===== config.mk =====
export PLATFORM = sky130hd
export DESIGN_NAME = conv3x3_window_gen
export DESIGN_NICKNAME = d
export VERILOG_FILES = /design/src/rtl/conv3x3_window_gen.sv
export SDC_FILE = /design/constraint.sdc
export NUM_CORES = 1
export LEC_CHECK = 0
export CELL_PAD_IN_SITES_DETAIL_PLACEMENT = 1
export CELL_PAD_IN_SITES_GLOBAL_PLACEMENT = 2
export CORE_UTILIZATION = 40
export CTS_BUF_LIST = sky130_fd_sc_hd__clkbuf_8
export DETAILED_ROUTE_END_ITERATION = 10
export GPL_TIMING_DRIVEN = 0
export PLACE_DENSITY_LB_ADDON = 0.1
export SYNTH_ARGS = -nofsm -noshare
export SYNTH_HDL_FRONTEND = slang
export SYNTH_SLANG_ARGS = --single-unit

===== constraint.sdc =====
create_clock -name clk -period 5.6 [get_ports clk]
set_input_delay 0.84 -clock clk [delete_from_list [all_inputs] [get_ports clk]]
set_output_delay 0.84 -clock clk [all_outputs]
set_load 0.02 [all_outputs]

===== src/rtl/conv3x3_window_gen.sv =====
`default_nettype none
// ============================================================================
// Module      : conv3x3_window_gen
// Description : Streaming 3x3 neighbourhood generator. Accepts one
//               multi-channel pixel per valid_in beat in raster order. Two
//               line buffers hold the previous two rows. For every unpadded
//               output position it presents the full [ch][3][3] window one
//               cycle after the pixel that completes it.
// Ports       : clk        - rising-edge clock
//               rst_n      - asynchronous active-low reset
//               valid_in   - data_in carries a pixel this cycle
//               sof_in     - start of frame, qualified by valid_in
//               data_in    - one pixel, [NUM_CHANNELS] x DATA_WIDTH
//               window_out - [ch][row][col], [ch][0][0] = oldest row/col
//               valid_out  - window_out valid this cycle
//               frame_done - pulse with the last window of a frame
// Revision    : 1.0 - initial release
// ============================================================================
module conv3x3_window_gen #(
  parameter int DATA_WIDTH   = 8,
  parameter int NUM_CHANNELS = 3,
  parameter int IMG_WIDTH    = 8,
  parameter int IMG_HEIGHT   = 8
) (
  input  logic                                            clk,
  input  logic                                            rst_n,
  input  logic                                            valid_in,
  input  logic                                            sof_in,
  input  logic [NUM_CHANNELS-1:0][DATA_WIDTH-1:0]         data_in,
  output logic [NUM_CHANNELS-1:0][2:0][2:0][DATA_WIDTH-1:0] window_out,
  output logic                                            valid_out,
  output logic                                            frame_done
);

  localparam int c_COL_W = $clog2(IMG_WIDTH);
  localparam int c_ROW_W = $clog2(IMG_HEIGHT);

  // Data is routed bit-exact, so signedness never matters inside the block.
  logic [NUM_CHANNELS-1:0][DATA_WIDTH-1:0]            r_lb0 [IMG_WIDTH];
  logic [NUM_CHANNELS-1:0][DATA_WIDTH-1:0]            r_lb1 [IMG_WIDTH];
  logic [NUM_CHANNELS-1:0][2:0][2:0][DATA_WIDTH-1:0]  r_win;
  logic [NUM_CHANNELS-1:0][2:0][2:0][DATA_WIDTH-1:0]  w_win_next;
  logic [NUM_CHANNELS-1:0][DATA_WIDTH-1:0]            w_lb0_rd;
  logic [NUM_CHANNELS-1:0][DATA_WIDTH-1:0]            w_lb1_rd;

  logic [c_COL_W-1:0] r_col;
  logic [c_ROW_W-1:0] r_row;
  logic [c_COL_W-1:0] w_col;
  logic [c_ROW_W-1:0] w_row;
  logic [c_COL_W-1:0] w_col_next;
  logic [c_ROW_W-1:0] w_row_next;
  logic               w_win_valid;
  logic               w_last_pix;

  // sof_in overrides the counters for the pixel it arrives with, so the
  // pixel itself is handled as (0,0) and everything below uses w_row/w_col.
  assign w_col = sof_in ? '0 : r_col;
  assign w_row = sof_in ? '0 : r_row;

  assign w_lb0_rd = r_lb0[w_col];
  assign w_lb1_rd = r_lb1[w_col];

  assign w_win_valid = (w_row >= c_ROW_W'(2)) && (w_col >= c_COL_W'(2));
  assign w_last_pix  = (w_row == c_ROW_W'(IMG_HEIGHT-1)) &&
                       (w_col == c_COL_W'(IMG_WIDTH-1));

  always_comb begin
    w_col_next = w_col + c_COL_W'(1);
    w_row_next = w_row;
    if (w_col == c_COL_W'(IMG_WIDTH-1)) begin
      w_col_next = '0;
      w_row_next = (w_row == c_ROW_W'(IMG_HEIGHT-1)) ? '0 : w_row + c_ROW_W'(1);
    end
  end

  // Shift every row one column left and append the new right-hand column
  // taken from the two line buffers (pre-update) and the incoming pixel.
  always_comb begin
    w_win_next = r_win;
    for (int ch = 0; ch < NUM_CHANNELS; ch++) begin
      for (int i = 0; i < 3; i++) begin
        w_win_next[ch][i][0] = r_win[ch][i][1];
        w_win_next[ch][i][1] = r_win[ch][i][2];
      end
      w_win_next[ch][0][2] = w_lb1_rd[ch];
      w_win_next[ch][1][2] = w_lb0_rd[ch];
      w_win_next[ch][2][2] = data_in[ch];
    end
  end

  // Line buffers carry no reset: columns 0/1 of each row never emit, so any
  // stale contents are flushed out of the window before they can be seen.
  always_ff @(posedge clk) begin
    if (valid_in) begin
      r_lb1[w_col] <= r_lb0[w_col];
      r_lb0[w_col] <= data_in;
    end
  end

  always_ff @(posedge clk or negedge rst_n) begin
    if (!rst_n) begin
      r_col      <= '0;
      r_row      <= '0;
      r_win      <= '0;
      window_out <= '0;
      valid_out  <= 1'b0;
      frame_done <= 1'b0;
    end else begin
      valid_out  <= 1'b0;
      frame_done <= 1'b0;
      if (valid_in) begin
        r_col <= w_col_next;
        r_row <= w_row_next;
        r_win <= w_win_next;
        if (w_win_valid) begin
          window_out <= w_win_next;
          valid_out  <= 1'b1;
          frame_done <= w_last_pix;
        end
      end
    end
  end

endmodule
`default_nettype wire


==> results.yml <==
outcome:
  outcome: "finished, final reports clean"
yosys:
  ys_types: 39
  yosys-top-cells-count: "edfxtp_1 (384), dfrtp_1 (368), mux2_4 (168), mux2_2 (147)"
  synth_top_area_share_pct: 38.6
  syn-cell-area_sq_mm: 0.0299
  synth_cells: 1786
  synth_nets: 1818
  ys.flop_type: "edfxtp_1"
  synthTopCellsByArea: "edfxtp_1 (39%), dfrtp_1 (31%), mux2_4 (8.4%)"
  yosysMostFrequentCell: "edfxtp_1"
  ys_ff_latch: 752
  seq_area_frac_synth_pct: 69.4
  synth_edf_count: 384
  yosys_warnings: 0
  async_reset_ff_share_pct: 48.9
  synth_top_area_cell: "edfxtp_1"
  avgSynthCellArea_sq_um: 16.7
setup_path:
  required_ns: 6.28
  r2r-start: "r_col[0]"
  r2r_cells: 8
  critical_path_class: "primary input to register"
  critPathArrivalTime_ns: 5.33
  path_max_fanout: 10
  worst_setup_path_start_kind: "primary input"
  rr_endpoint: "r_lb0[3][2]"
  reg2reg_slack_ns: 2.24
  endpoint_kind: "register"
final_layout:
  multiInputGateArea_sq_mm: 0.00851
  fin_area_sq_mm: 0.0365
  layout.nets: 2231
  drive_above_1_share_pct: 24.9
  areaGrowthSynthToFinish_pct: 22.2
  regArea_sq_mm: 0.0207
  fill_cells: 7062
  fin_util_pct: 49.7
  final_cells: 3262
route:
  vias: 17902
  ant_nets: 0
  wire_per_inst_um: 27.2
  drc: 0
  firstDrtPassIters: 5
  drt_wl_total_mm: 88.7
  drt-initial-drc-count: 1187
  via_per_inst: 5.49
min_path:
  holdPathStages: 1
  whs_endpoint: "window_out[171]"
  hold_path_startpoint: "r_win[179]"
  worstHoldPathType: "register to register"
placement:
  place.gp.congestion: 0.783
  placed_cell_area_sq_mm: 0.0341
  dp_hpwl_mm: 58.6
  dp_worst_setup_slack_ns: 0.160
  portBuffers: 244
  dp_cells: 3022
clock_tree:
  cts_made_buffers: 133
  htreeDepth: 4
  clk_latency_ns: 0.78
  cts.sinks: 752
  clockBufferDepth: 3
  cts_root_buffer: "clkbuf_8"
  path_clk_slew_ns: 0.06
  cts_tree: "yes"
die:
  num_rows: 99
  die_h_um: 275
  ios: 246
  dieArea_sq_mm: 0.0758
  die_w_um: 275
  start_util_pct: 40.7
  coreArea_sq_mm: 0.0735
timing:
  fin_crit_ns: 4.65
  hold_viol: 0
  setup_tns_ns: 0
  max_slew_margin_pct: 25.0
  fin_skew_ns: 0.0299
  setup_ws_ns: 0.949
  max_slew.worst_pin.slew_ns: 1.12
  fmax_ghz: 0.215
  drv_slew: 0
  fin_crit_sh_pct: 83.1
  timing.hold.ws_ns: 0.492
  rsz0062_at_grt: "false"
  finalSetupViolCount: 0
global_routing:
  overflow: 0
  antenna_found_initial: 1
  grtUsageTotal_pct: 23.7
  grt_max_degree: 117
  grt_pass1_wl_mm: 130
  grt_pass1_vias: 19408
power:
  power_mw: 12.5
  power.leakage_nw: 14.7
  vdd_drop_max_v: 0.000162
  power.density_mw_per_mm2: 342
run:
  drv_cap: 0
## worst max path at each step
stage / startpoint / to / slack [ns] / depth (start not counted)
5_1_grt: sof_in / window_out[165] / 0.74 / 12
4_1_cts: sof_in / window_out[166] / 0.97 / 12
2_1_floorplan: valid_in / r_lb0[3][0] / -0.19 / 5
6_report: sof_in / window_out[118] / 0.95 / 12
3_3_place_gp: rst_n / window_out[123] / -13.35 / 1
3_5_place_dp: sof_in / window_out[166] / 0.16 / 12
## layout make-up
class                           instances  share of cell area, %
Antenna cell                            4                 0.0274
Tap cell                              959                   3.28
Timing Repair Buffer                  278                   8.07
Multi-Input combinational cell        906                   23.3
Buffer                                126                   1.83
Inverter                                2                 0.0205
Clock inverter                         81                  0.894
Sequential cell                       752                   56.8
Clock buffer                          154                   5.80
## placed cells by master, fill, tap and decap left out, types with 51 or more instances in the layout
cell / n
a31oi_1: 96
clkbuf_1: 76
clkdlybuf4s50_1: 243
mux2_4: 168
edfxtp_1: 384
nor2_1: 51
mux2_2: 147
inv_1: 66
dfrtp_1: 368
clkbuf_8: 154
nor2b_1: 53
mux2i_1: 96
## sequential cells by signal, indices dropped and copies added, names as in the netlist
register and count:
window_out 216, r_lb0 192, r_lb1 192, r_win 144
r_col 3, r_row 3, frame_done 1, valid_out 1
## timing repair
item | in CTS | in global routing
resized for setup | 0 | 0
hold buffers | 1 | 0
hold endpoints to repair | 40 | 0
setup buffers | 0 | 0
## power by group
group,total (mW),switching [mW],internal (mW)
logic,1.31,0.865,0.446
clock network,4.72,2.24,2.49
registers,6.44,0.203,6.24
## worst max-delay path: stages
cell and delay [ns]:
clkdlybuf4s50_1 0.56, buf_2 0.31, clkbuf_1 0.57, clkbuf_1 0.56, nand2b_1 0.22, ha_1 0.15
or3_1 0.12, clkbuf_1 0.19, clkbuf_1 0.59, clkbuf_1 0.81, a31oi_1 0.19, a31oi_1 0.19
## layer usage
metal  up-vias  GRT usage (%)  share of wire (%)
met5         -              0                  0
met4         0           7.52                2.2
met3       119           4.45                5.2
met2       531           38.5                 48
met1      9547           32.3                 44
li1       7705              -                  -
## kinds of logic after synthesis
| group | Yosys count | share of synthesized area [%] |
|---|---|---|
| simple gates | 196 | 4.00 |
| mux | 411 | 17.2 |
| fa+ha+maj | 4 | 0.167 |
| compound gates | 295 | 6.99 |
| flops | 752 | 69.4 |
| buf+inv | 128 | 2.26 |
(Power assumes the default switching activity.)
